[config.mk]
export PLATFORM = sky130hd
export DESIGN_NAME = timer_counter
export DESIGN_NICKNAME = d
export VERILOG_FILES = /design/src/rtl/timer_counter.sv
export SDC_FILE = /design/constraint.sdc
export NUM_CORES = 1
export LEC_CHECK = 0
export CELL_PAD_IN_SITES_DETAIL_PLACEMENT = 0
export CELL_PAD_IN_SITES_GLOBAL_PLACEMENT = 2
export CORE_ASPECT_RATIO = 1.25
export CORE_MARGIN = 3
export CORE_UTILIZATION = 27
export DETAILED_ROUTE_END_ITERATION = 12
export GPL_TIMING_DRIVEN = 0
export HOLD_SLACK_MARGIN = 0.02
export PLACE_DENSITY_LB_ADDON = 0.3
export RECOVER_POWER = 100
export SYNTH_ARGS = -nofsm -noshare
export SYNTH_HDL_FRONTEND = slang
export SYNTH_SLANG_ARGS = --single-unit
[constraint.sdc]
create_clock -name clk -period 2.4 [get_ports clk]
set_input_delay 0.48 -clock clk [delete_from_list [all_inputs] [get_ports clk]]
set_output_delay 0.48 -clock clk [all_outputs]
set_load 0.03 [all_outputs]
[src/rtl/timer_counter.sv]
// rtl/timer_counter.sv - memory-mapped countdown timer with one-shot / auto-reload IRQ
//
// Purpose: countdown timer on the bridge DEV0 port. The CPU programs a preset and
// a control word; the timer loads the preset, counts down to zero, then raises
// an interrupt flag and either stops (one-shot) or reloads (auto-reload).
//
// Ports:
//   clk    in   1   system clock, all state updates on the rising edge
//   rst_n  in   1   synchronous active-low reset
//   Addr   in  32   device address, only Addr[3:2] decoded
//                   (0 CTRL, 1 PRESET, 2 COUNT, 3 reserved)
//   WD     in  32   write data
//   Wr     in   1   write strobe, one cycle per write
//   BE     in   4   byte enables, BE[i] gates byte i of a write
//   RD     out 32   read data, combinational from Addr[3:2]
//   IRQ    out  1   interrupt request, CTRL.IM & irq_flag

module timer_counter (
  input  logic        clk,
  input  logic        rst_n,
  input  logic [31:0] Addr,
  input  logic [31:0] WD,
  input  logic        Wr,
  input  logic [3:0]  BE,
  output logic [31:0] RD,
  output logic        IRQ
);

  typedef enum logic [1:0] {
    S_IDLE = 2'd0,
    S_LOAD = 2'd1,
    S_CNT  = 2'd2,
    S_INT  = 2'd3
  } state_t;

  state_t      state;
  state_t      state_next;

  logic        ctrl_en;
  logic [1:0]  ctrl_mode;
  logic        ctrl_im;
  logic [31:0] preset;
  logic [31:0] count;
  logic        irq_flag;

  logic [1:0]  sel;
  logic        wr_ctrl;
  logic        wr_preset;
  logic        auto_mode;

  logic        do_load;
  logic        do_dec;
  logic        do_expire;
  logic        do_oneshot_clr;
  logic        do_reload;

  // Address bits outside [3:2] are decoded upstream by the bridge.
  logic        unused_addr;
  assign unused_addr = ^{Addr[31:4], Addr[1:0]};

  assign sel       = Addr[3:2];
  assign wr_ctrl   = Wr && (sel == 2'd0);
  assign wr_preset = Wr && (sel == 2'd1);
  // MODE 10/11 behave as one-shot.
  assign auto_mode = (ctrl_mode == 2'b01);

  // State register
  always_ff @(posedge clk) begin
    if (!rst_n) begin
      state <= S_IDLE;
    end else begin
      state <= state_next;
    end
  end

  // Next-state logic; EN=0 in any active state drops back to IDLE with COUNT held.
  always_comb begin
    state_next = state;
    case (state)
      S_IDLE: state_next = ctrl_en ? S_LOAD : S_IDLE;
      S_LOAD: state_next = ctrl_en ? S_CNT : S_IDLE;
      S_CNT: begin
        if (!ctrl_en)             state_next = S_IDLE;
        else if (count <= 32'd1)  state_next = S_INT;
        else                      state_next = S_CNT;
      end
      S_INT: state_next = (ctrl_en && auto_mode) ? S_LOAD : S_IDLE;
      default: state_next = S_IDLE;
    endcase
  end

  // Per-state datapath actions
  always_comb begin
    do_load        = 1'b0;
    do_dec         = 1'b0;
    do_expire      = 1'b0;
    do_oneshot_clr = 1'b0;
    do_reload      = 1'b0;
    case (state)
      S_LOAD: do_load = ctrl_en;
      S_CNT: begin
        do_dec    = ctrl_en && (count > 32'd1);
        do_expire = ctrl_en && (count <= 32'd1);
      end
      S_INT: begin
        do_oneshot_clr = ctrl_en && !auto_mode;
        do_reload      = ctrl_en && auto_mode;
      end
      default: ;
    endcase
  end

  // Registers. Later assignments take priority, so a CPU CTRL write beats the
  // one-shot EN clear, and any CTRL/PRESET write clears the flag last.
  always_ff @(posedge clk) begin
    if (!rst_n) begin
      ctrl_en   <= 1'b0;
      ctrl_mode <= 2'b00;
      ctrl_im   <= 1'b0;
      preset    <= 32'd0;
      count     <= 32'd0;
      irq_flag  <= 1'b0;
    end else begin
      if (do_load)   count <= preset;
      if (do_dec)    count <= count - 32'd1;
      if (do_expire) count <= 32'd0;

      if (do_oneshot_clr) ctrl_en <= 1'b0;
      if (wr_ctrl && BE[0]) begin
        ctrl_en   <= WD[0];
        ctrl_mode <= WD[2:1];
        ctrl_im   <= WD[3];
      end

      if (wr_preset) begin
        for (int i = 0; i < 4; i++) begin
          if (BE[i]) preset[8*i +: 8] <= WD[8*i +: 8];
        end
      end

      if (do_expire) irq_flag <= 1'b1;
      if (do_reload) irq_flag <= 1'b0;
      if (wr_ctrl || wr_preset) irq_flag <= 1'b0;
    end
  end

  always_comb begin
    RD = 32'd0;
    case (sel)
      2'd0:    RD = {28'd0, ctrl_im, ctrl_mode, ctrl_en};
      2'd1:    RD = preset;
      2'd2:    RD = count;
      default: RD = 32'd0;
    endcase
  end

  assign IRQ = ctrl_im & irq_flag;

endmodule

; ---- Word level (Yosys, flattened, before mapping)
; Cells that the tools add are included.
[word_totals]
word_cells = 56
output_inout_bits = 33
regBits = 71
[classes]
n_reduce_logical = 19
add_sub_neg = 1
eq_ne = 6
bitwise_logic = 2
mux = 16
n_lt_le_gt_ge = 2
[ops]
columns = op, count
row1 = one-hot mux 32 bit (3 select lines), 1
row2 = two-way mux 32 bit, 2
row3 = > comparator 32 x 1 -> 1 bit (second input constant), 1
row4 = less-or-equal comparator 32 x 1 -> 1 bit (second input constant), 1
row5 = subtractor 32 x 1 -> 32 bit (second input constant), 1
row6 = two-way mux 1 bit, 10
row7 = one-hot mux 2 bit (4 select lines), 1
row8 = AND reduction 2 bit, 4
row9 = logical AND 1 bit, 7
row10 = equality test 2 x 1 -> 1 bit (second input constant), 3
row11 = equality test 2 bit (second input constant), 3
row12 = logical NOT 2 bit, 2
row13 = two-way mux 2 bit, 2
row14 = nonzero test 2 bit, 2
row15 = OR reduction 3 bit, 1
row16 = OR reduction 2 bit, 1
row17 = AND 1 bit, 1
row18 = logical NOT 1 bit, 1
row19 = logical OR 1 bit, 1
row20 = NOT 1 bit, 1

; ---- Logic depth before layout (Yosys ltp)
; Gate-level depths: netlist of the first run.
[depth]
word_depth = 6
depth_mapped = 9
ltp_nobuf = 8

; ---- Worst setup path before layout of the first run
; Ideal clock, no wire load.
[synth_timing]
kind = input port to output port
startpoint = input port Addr[3]
endpoint = output port RD[13]
path_slack_ns = 0.072
cell_stages = 5
t_arrival_ns = 1.848
cell_sequence = clkbuf_1 nor2b_1 clkbuf_1 buf_1 a22o_1
[synth_via]
elab_chain_len = 2
word_cells_on_any_way = 4
classes_between = 2 x eq/ne / 1 x mux / 1 x reduce/logical
[synth_rtl]
columns = item, line_no
row1 = "start, declared", 21  ; input logic [31:0] Addr,
row2 = equality test 2 bit (tied with other cells), 149  ; case (sel)
row3 = one-hot mux 32 bit (3 select lines) *, 149
row4 = "end, declared", 25  ; output logic [31:0] RD,
; Every way passes the cells marked *; elsewhere a longest branch is shown, timed or not.

; ---- Final worst setup path of the first run
[layout_timing]
startpoint = input port Addr[3]
endpoint = output port RD[5]
; Same word-level chain as after synthesis.

==> results of run 1 <==
[final timing paths]
| path | endpoint | slack [ns] | depth (start not counted) |
|---|---|---|---|
| setup reg to reg | count[26] | 0.13 | 6 |
| setup / recovery | RD[5] | 0.06 | 6 |
| hold / removal | preset[19] | 0.48 | 2 |
| hold reg to reg | preset[19] | 0.48 | 2 |
[per-layer routing]
metal	global-route usage	wire [microns]
met3	0.0303	620
met1	0.215	5700
met2	0.321	6920
met4	0.0446	130
met5	0	0
[flip-flops by register name (all words and copies together) (netlist names)]
signal     count
ctrl_mode      2
count         32
irq_flag       1
ctrl_en        1
state          2
preset        32
ctrl_im        1
[final cells by class]
type / count / area share
multi-input combinational: 359 / 0.445
sequential: 71 / 0.284
timing repair buffer: 72 / 0.130
clock buffer: 13 / 0.0500
tap: 171 / 0.0427
buffer: 33 / 0.0367
clock inverter: 3 / 0.00849
inverter: 5 / 0.00375
[Yosys cell counts (2+ instances only)]
cell,number
o21ai_0,9
o211ai_1,16
nand2_1,106
buf_1,5
a21oi_1,16
mux2i_1,7
a31oi_1,20
and4_1,2
nor4_1,6
buf_4,2
nor3_2,2
o311ai_0,7
nand3_1,18
and2_1,3
ha_1,2
and3b_1,2
or2_2,7
a22o_1,27
a21boi_0,32
nor3_1,8
o21ai_2,2
and3_1,6
nand4_1,8
o2bb2a_1,3
or3_1,9
nor2b_1,6
dfxtp_1,71
clkbuf_1,24
inv_1,5
nor2_1,14
or3_2,4
[metrics by stage]
step                TNS, ns  worst slack, ns   util  power, mW  cell area (sq um)
CTS                       0          0.00573  0.376       2.78               5040
detailed placement   -72.34            -1.77  0.348       1.43               4670
global route              0         0.000429  0.374       2.84               5010
global placement     -74.23            -1.79  0.348       1.42               4670
finish                    0           0.0584  0.374       2.74               5010
floorplan                 0           0.0720      -       1.30               3750
[tightest hold or removal path, cell delays in order (launching register included)]
cell      delay [ns]
dfxtp_1         0.32
nand2_1         0.05
a21boi_0        0.06
[what timing repair did]
| action | CTS | global route |
|---|---|---|
| resized for setup | 127 | 14 |
| setup buffers | 1 | 0 |
| pin swaps | 0 | 2 |
| setup endpoints to repair | 94 | 37 |
[cells by family after synthesis]
group / after synthesis / synth area share
AO/OA/AOI/OAI: 140 / 0.274
adder cells (fa/ha/maj): 2 / 0.00668
AND/OR/NAND/NOR: 209 / 0.276
XOR/XNOR: 1 / 0.00234
flip-flops: 71 / 0.379
multiplexers: 7 / 0.0187
buffers and inverters: 39 / 0.0434
[power by group]
part	switching (mW)	internal (mW)	leakage, nW
logic	0.103	0.0967	1.03
registers	0.0105	1.19	0.573
clock network	0.509	0.833	0.140
total	0.623	2.12	1.74
==> summary.txt, run 1 <==
Outcome
  – Status: complete, no violations

Clocking
  – Root Buffer: clkbuf_16
  – CTS H-Tree Depth: 3
  – Hold_buf cts: 0
  – Clock Tree Buf Depth: 2
  – CTS sink cnt: 71
  – Clock buffer count from CTS: 9
  – Clock Latency Late Sink: roughly 0.34 ns
  – CTS tree: built
  – Clock transition at the registers of the reported paths: 0.06 ns

Floorplanning
  – Core area: ~13,000 sq um
  – Die width: about 110 microns
  – I/O pin cnt: roughly 100
  – Die area: approximately 15,000 sq um
  – Rows: 47
  – Initial core utilization: 0.279
  – Die Y: approximately 140 microns

STA
  – Normalized max-slew margin: 0.505
  – Clk_skew: approximately 0.008 ns
  – Final Critical Period: around 2.3 ns
  – WHS: roughly 0.48 ns
  – Worst-Margin Slew: 0.737 ns
  – Final Max Slew Viols: 0
  – F_max: ~430 MHz
  – Final hold vios: 0
  – Unrepaired setup endpoints after global routing: no
  – Finish-stage setup viols: 0
  – Final period util: 0.976

Synthesis
  – Share of the synthesized area in the top cell type: 0.379
  – Synth top area cells: dfxtp_1 (38%), nand2_1 (11%), a21boi_0 (6.4%)
  – Primary FF master, synth: dfxtp_1
  – Syn_nets: 542
  – Number of synthesized flops with an enable pin: 0
  – Warnings from Yosys: 0
  – #FFs+latches synth: approximately 70
  – Register area share after synthesis: 0.379
  – Syn Inst Count: 469
  – Area of the mapped netlist: between 3000 and 4000 sq um
  – Largest area contributor in the netlist: dfxtp_1
  – Synthesized area per cell: approximately 8.0 sq um
  – Synth unique cells: 51
  – Asr flop ratio synth: 0

Routing
  – Post-Route WL: approximately 13,000 microns
  – Antenna viol nets, final: 0
  – Iter 0 DRT Violations: 159
  – WL per Instance: 18.4 microns
  – Detailed-route DRC error count: 0
  – Vias: between 3,000 and 4,000
  – First-pass DRT Iterations: 5
  – Vias/cell: 5.27

Setup path
  – CP bufs+invs: 4
  – CP startpoint: Addr[3]
  – Startpoint types: primary input
  – Worst Setup End Kind: primary output
  – Top delay family on crit path: buffers and inverters
  – CP Cell Sequence: clkbuf_2 > nor2b_1 > clkbuf_4 > buf_4 > a22o_1 > clkdlybuf4s15_2
  – Worst endpoint data arrival time: between 1.5 and 2 ns
  – R2R Path Start: count[22]
  – Slowest stage cell, crit path: clkdlybuf4s15_2
  – Crit Path Max Fanout: 10
  – Req. time, crit path: 1.92 ns
  – Max incr delay on CP: around 0.3 ns
  – Worst setup path class: in2out

Placed design
  – Final Wtd Congestion: 0.813
  – Port bufs: between 70 and 80
  – DP HPWL: 9770 microns
  – Number of instances in the placed design: slightly above 700

Global route
  – Vias in the first global route: between 3,000 and 4,000
  – Initial antenna violation count: 0
  – GRT Total Usage: 0.176
  – Total congestion overflow: 0
  – Largest net degree at the start of global routing: 12
  – First-pass GRT wire length: approximately 21,000 microns

Cells and area
  – Share of layout cells above drive strength 1: 0.140
  – Antenna cell count: 0
  – Most frequent cells in the layout: nand2_1 (106), dfxtp_1 (71), clkdlybuf4s50_1 (36), a21boi_0 (32), clkbuf_1 (31)
  – Post-Layout Cell Count: a little over 700
  – Seq. cell area: approximately 1400 sq um
  – Layout Nets: around 620
  – Layout area overhead: 33.7%
  – Fill cell count: approximately 1,500
  – Commonest non-fill, non-tap cell in the layout: nand2_1
  – Area of the multi-input gates: around 2200 sq um

Hold path
  – Hold path startpoint: preset[19]
  – Hold Crit Class: reg2reg

Pwr
  – Lkg Pwr: 1.74 nW
  – Worst VDD drop: ~0.24 mV
  – Pwr/cell area: about 550 nW/um^2

Run
  – Max_cap viols: 0
No activity file was read; power rests on OpenSTA's default activity.
==> run 2, diff against run 1 <==
SETUP_SLACK_MARGIN = 0.4   (was not set)
==> run 2 against run 1 <==
  * Sequential power about the same
  * Clock-buffer cell count decreased by 3
  * Core utilization is 2.2 points higher
  * Fmax grew 3.3%
  * Critical endpoint is now RD[13]
  * Non-clock buffer count up 17
  * Critical path type unchanged
  * Register-to-register slack improved by 0.04 ns
  * Final area is 6.0% higher
  * Hold slack improved by 0.0013 ns
  * Sequential share of layout area decreased by 1.5 points
  * Critical path depth stayed put
  * Combinational power is 15% higher
  * First-iteration DRC count increased by 11%
==> summary.txt, run 2 (synthesized netlist as in run 1, its figures left out) <==
Outcome
  – Status: complete, no violations

STA
  – Final Max Slew Viols: 0 (unchanged)
  – Finish-stage setup viols: 0 (unchanged)
  – Fin Setup TNS: 0 ns (unchanged)
  – Unrepaired setup endpoints after global routing: yes
  – F_max: 441 MHz (+3.3%)
  – Worst-Margin Slew: 0.726 ns (-0.0111 ns)
  – Final period util: 0.944 (-0.0313)
  – Final WS setup: 0.133 ns (+0.0751 ns)
  – Normalized max-slew margin: 0.512 (+0.00747)
  – Final hold vios: 0 (unchanged)
  – Clk_skew: 0.00533 ns (-0.00257 ns)
  – WHS: 0.482 ns (+0.00126 ns)
  – Final Critical Period: 2.27 ns (-0.0751 ns)

Global route
  – Total congestion overflow: 0 (unchanged)
  – GRT Total Usage: 0.182 (+0.00607)
  – Initial antenna violation count: 0 (unchanged)
  – First-pass GRT wire length: 21,700 microns (+3.6%)
  – Largest net degree at the start of global routing: 13 (+1)
  – Vias in the first global route: 3,955 (+3.3%)

Run
  – Max_cap viols: 0 (unchanged)

Floorplanning
  – Die width: 111 microns (unchanged)
  – Die area: 15,300 sq um (unchanged)
  – Initial core utilization: 0.279 (unchanged)
  – I/O pin cnt: 104 (unchanged)
  – Core area: 13,400 sq um (unchanged)
  – Die Y: 138 microns (unchanged)
  – Rows: 47 (unchanged)

Cells and area
  – Layout area overhead: 41.7%
  – Top flop regs: count: 32 flops, preset: 32 flops
  – Area of the multi-input gates: 2350 sq um (+5.5%)
  – Share of layout cells above drive strength 1: 0.225 (+0.0848)
  – Final instance area: 5310 sq um (+6.0%)
  – Post-Layout Cell Count: 744 (+2.3%)
  – Fill cell count: 1,446 (-1.8%)
  – Final core utilization: 0.396 (+0.0224)
  – Most frequent cells in the layout: nand2_1 (105), dfxtp_1 (67), clkbuf_1 (42), clkdlybuf4s50_1 (36), a21boi_0 (32)
  – Commonest non-fill, non-tap cell in the layout: nand2_1
  – Antenna cell count: 0 (unchanged)
  – Layout Nets: 641 (+2.7%)
  – Seq. cell area: 1430 sq um (+0.53%)

Routing
  – Antenna viol nets, final: 0 (unchanged)
  – Detailed-route DRC error count: 0 (unchanged)
  – Vias: 3,904 (+2.0%)
  – First-pass DRT Iterations: 4 (-1)
  – WL per Instance: 18.7 microns (+1.7%)
  – Iter 0 DRT Violations: 177 (+11%)
  – Vias/cell: 5.25 (-0.34%)
  – Post-Route WL: 13,900 microns (+4.1%)

Clocking
  – Clock Tree Buf Depth: 2 (unchanged)
  – Clock transition at the registers of the reported paths: 0.06 ns (about the same)
  – Hold_buf cts: 0 (unchanged)
  – Clock buffer count from CTS: 9 (unchanged)
  – CTS H-Tree Depth: 3 (unchanged)
  – CTS sink cnt: 71 (unchanged)
  – Clock Latency Late Sink: 0.34 ns (about the same)
  – Root Buffer: clkbuf_16
  – CTS tree: built

Placed design
  – Place WS: -1.38 ns (+0.384 ns)
  – Number of instances in the placed design: 711 (unchanged)
  – DP Area: 4730 sq um (+1.3%)
  – Port bufs: 71 (unchanged)
  – DP HPWL: 9910 microns (+1.5%)
  – Final Wtd Congestion: 0.818 (+0.57%)

Setup path
  – Setup slack on the worst flop-to-flop path: 0.17 ns (+0.04 ns)
  – Worst Setup End Kind: primary output
  – Req. time, crit path: 1.92 ns (about the same)
  – Worst endpoint data arrival time: 1.79 ns (-0.07 ns)
  – Crit Path Max Fanout: 10 (unchanged)
  – Startpoint types: primary input
  – Worst setup path class: in2out

Pwr
  – Worst VDD drop: 0.246 mV (+3.3%)
  – Lkg Pwr: 1.89 nW (+8.6%)
  – Final Power: 2.87 mW (+4.5%)
  – Pwr/cell area: 540 nW/um^2 (-1.4%)

Hold path
  – Hold Crit Class: reg2reg
-- run 2: cell types whose count changed in the layout (fill, tap and decap cells not counted), sizes merged --
cell and change:
bufinv +1, clkdlybuf4s15 -17, clkbuf +12, clkinvlp +1, dlygate4sd3 -1, dlygate4sd2 -1
buf +21, clkinv +1
-- run 2: cell type report --
type | count | area share
well taps | 171 | 0.0403
clock inverters | 6 | 0.0160
multi-input cells | 359 | 0.443
plain buffers | 34 | 0.0563
repair buffers | 88 | 0.129
inverters | 5 | 0.00354
clock buffers | 10 | 0.0431
flip-flops and latches | 71 | 0.269
-- run 2: power by group --
group / internal [mW] / leakage [nW] / total (mW) / switching, mW
clock network: 0.906 / 0.148 / 1.44 / 0.530
registers: 1.19 / 0.575 / 1.20 / 0.0107
logic: 0.119 / 1.17 / 0.231 / 0.112
-- run 2: per-layer routing --
layer	global-route usage	part of all wire	vias up
met1	0.218	0.43	1846
met2	0.326	0.50	106
met3	0.0343	0.046	20
met5	0	0	-
met4	0.0656	0.025	0
li1	-	-	1932
-- run 2: what timing repair did --
| action | in CTS | in global routing |
|---|---|---|
| setup buffers | 10 | 5 |
| gates resized for setup | 274 | 14 |
| pin swaps | 14 | 7 |
| endpoints found under the setup margin | 99 | 62 |
| cloned | 1 | 1 |
-- run 2: worst max-delay path, stage by stage --
cell      delay (ns)
clkbuf_8        0.15
nor2b_1         0.34
buf_8           0.20
buf_12          0.14
a22o_2          0.16
clkbuf_1        0.32
-- run 2: final timing paths --
kind / cells past startpoint / endpoint / from
max reg2reg: 6 / count[26] / count[22]
min reg2reg: 2 / preset[7] / preset[7]
min: 2 / preset[7] / preset[7]
max: 6 / RD[13] / Addr[3]
==> run 3, diff against run 2 <==
clock period = 2.38 ns   (was 2.4 ns; I/O delays follow)
==> run 3 against run 2 <==
  * Worst setup slack got worse by 0.014 ns
  * Non-clock buffer count grew 18
  * Combinational power increased by 25%
  * Clock power shrank 6%
  * Core utilization is 2.9 points higher
  * Clock-buffer cell count increased by 2
  * Clock skew grew 0.0018 ns
  * Die area unchanged
  * Critical path type unchanged
  * Critical endpoint is now RD[0]
  * Largest power group unchanged
==> summary.txt, run 3 (synthesized netlist as in run 1, its figures left out) <==
Floorplanning
  – Die area: 15,300 sq um (unchanged)
  – Initial core utilization: 0.279 (unchanged)
  – Die width: 111 microns (unchanged)
  – Rows: 47 (unchanged)
  – Core area: 13,400 sq um (unchanged)
  – I/O pin cnt: 104 (unchanged)
  – Die Y: 138 microns (unchanged)

Cells and area
  – Antenna cell count: 0 (unchanged)
  – Fill cell count: 1,408 (-2.6%)
  – Top flop regs: count: 32 flops, preset: 32 flops
  – Layout Nets: 659 (+2.8%)
  – Most frequent cells in the layout: nand2_1 (103), dfxtp_1 (66), clkbuf_1 (40), clkdlybuf4s50_1 (35), a21boi_0 (32)
  – Layout area overhead: 52.3%
  – Share of layout cells above drive strength 1: 0.276 (+0.0507)
  – Commonest non-fill, non-tap cell in the layout: nand2_1

Clocking
  – CTS sink cnt: 71 (unchanged)
  – Clock Tree Buf Depth: 2 (unchanged)
  – Root Buffer: clkbuf_16
  – Clock buffer count from CTS: 9 (unchanged)
  – Clock transition at the registers of the reported paths: 0.06 ns (about the same)
  – CTS tree: built
  – CTS H-Tree Depth: 3 (unchanged)
  – Hold_buf cts: 0 (unchanged)
  – Clock Latency Late Sink: 0.34 ns (about the same)

Setup path
  – Startpoint types: primary input
  – Slowest stage cell, crit path: clkbuf_1
  – Worst r2r dst: count[6]
  – Req. time, crit path: 1.90 ns (-0.02 ns)
  – Worst Setup End Kind: primary output
  – Worst setup path class: in2out
  – R2R Path Start: count[20]
  – Setup slack on the worst flop-to-flop path: 0.16 ns (about the same)
  – CP Cell Sequence: buf_6 > nor2b_1 > clkbuf_16 > buf_8 > nand2_1 > o21ai_2 > clkbuf_1
  – WP depth: 7 (+1)
  – Crit Path Max Fanout: 10 (unchanged)
  – CP bufs+invs: 4 (unchanged)
  – Top delay family on crit path: buffers and inverters
  – R2R depth: 7 (+1)
  – CP startpoint: Addr[2]
  – Max incr delay on CP: 0.33 ns (about the same)
  – Worst endpoint data arrival time: 1.78 ns (about the same)

Placed design
  – Final Wtd Congestion: 0.808 (-1.2%)
  – Port bufs: 71 (unchanged)
  – DP HPWL: 9940 microns (+0.29%)

Hold path
  – Hold Crit Class: reg2reg
  – Hold EP: count[22]
  – Min-Delay Path Depth: 2 (unchanged)
  – Hold path startpoint: preset[22]

Pwr
  – Lkg Pwr: 2.12 nW (+12%)
  – Final Power: 2.85 mW (-0.65%)
  – Worst VDD drop: 0.314 mV (+27%)
  – Pwr/cell area: 500 nW/um^2 (-7.5%)

Routing
  – WL per Instance: 19.3 microns (+3.4%)
  – Post-Route WL: 14,700 microns (+5.9%)
  – Antenna viol nets, final: 0 (unchanged)
  – Vias: 4,093 (+4.8%)
  – First-pass DRT Iterations: 5 (+1)
  – Iter 0 DRT Violations: 275 (+55%)
  – Detailed-route DRC error count: 0 (unchanged)
  – Vias/cell: 5.37 (+2.4%)

Global route
  – First-pass GRT wire length: 21,900 microns (+0.80%)
  – Total congestion overflow: 0 (unchanged)
  – Grt met2 use: 0.347 (+0.0215)
  – Vias in the first global route: 3,979 (+0.61%)
  – GRT met3 Usage: 0.0347 (+0.000439)
  – Largest net degree at the start of global routing: 12 (-1)
  – Gr busiest metal: met2
  – Met1 GRT Util: 0.218 (about the same)
  – GRT Total Usage: 0.186 (+0.00422)
  – Initial antenna violation count: 0 (unchanged)

STA
  – Final Critical Period: 2.26 ns
  – Unrepaired setup endpoints after global routing: yes
  – Final period util: 0.950
  – Final Max Slew Viols: 0 (unchanged)
  – F_max: between 400 and 500 MHz
  – Finish-stage setup viols: 0 (unchanged)
  – Worst-Margin Slew: 0.730 ns (+0.00353 ns)
  – Clk_skew: 0.00718 ns (+0.00185 ns)
  – Normalized max-slew margin: 0.510 (-0.00237)
  – Final hold vios: 0 (unchanged)
  – WHS: 0.474 ns (-0.00758 ns)

Run
  – Max_cap viols: 0 (unchanged)

Outcome
  – Status: complete, no violations
==> run 3: cell count changes in the layout (fill, tap and decap cells not counted), sizes merged <==
cell / change
buf: +15
clkbuf: +4
clkinvlp: -2
bufinv: -1
clkdlybuf4s15: +1
clkdlybuf4s50: -1
clkinv: +1
dlygate4sd3: +1
==> run 3: layout make-up <==
| type | instances | area, sq um | share of cell area |
|---|---|---|---|
| clock buffer | 12 | 246 | 0.0432 |
| sequential | 71 | 1430 | 0.251 |
| timing repair buffer | 106 | 911 | 0.160 |
| buffer | 34 | 349 | 0.0612 |
| tap | 171 | 214 | 0.0375 |
| multi-input combinational | 359 | 2490 | 0.436 |
| inverter | 5 | 18.8 | 0.00329 |
| clock inverter | 4 | 45.0 | 0.00790 |
==> run 3: per-stage QoR <==
stage,std cells,TNS [ns],util,area [sq um],setup WS [ns]
2_1_floorplan,469,0,-,3810,0.318
3_3_place_gp,711,-59.23,0.353,4730,-1.40
6_report,762,0,0.425,5700,0.120
5_1_grt,762,0,0.425,5700,0.0615
3_5_place_dp,711,-59.58,0.353,4730,-1.39
4_1_cts,752,0,0.423,5670,0.208
==> run 3: worst max-delay path by stage <==
stage | endpoint
floorplan | count[26]
global placement | RD[2]
detailed placement | RD[15]
CTS | count[5]
global route | RD[0]
finish | RD[0]
==> run 3: where the power goes <==
group | switching (mW) | internal (mW) | leakage [nW]
logic | 0.129 | 0.159 | 1.40
clock network | 0.514 | 0.835 | 0.146
registers | 0.0118 | 1.20 | 0.576
==> run 3: repair_timing <==
| item | 4_1_cts | 5_1_grt |
|---|---|---|
| setup buffers | 21 | 8 |
| gates resized for setup | 306 | 41 |
| pin swaps | 18 | 16 |
| setup endpoints to repair | 99 | 67 |
| gates cloned | 4 | 2 |
==> run 3: metal layers <==
metal  vias to the layer above  part of all wire
li1                       1969                 -
met1                      2000              0.42
met2                       101              0.52
met3                        23             0.034
met4                         0             0.022
met5                         -                 0
==> run 3: worst register-to-register path, cell delays in order (launching register included) <==
cell     delay (ns)
dfxtp_2        0.32
or4_4          0.59
nor3_4         0.23
nand4_1        0.23
o21ai_2        0.37
buf_6          0.17
buf_8          0.13
a21oi_1        0.05
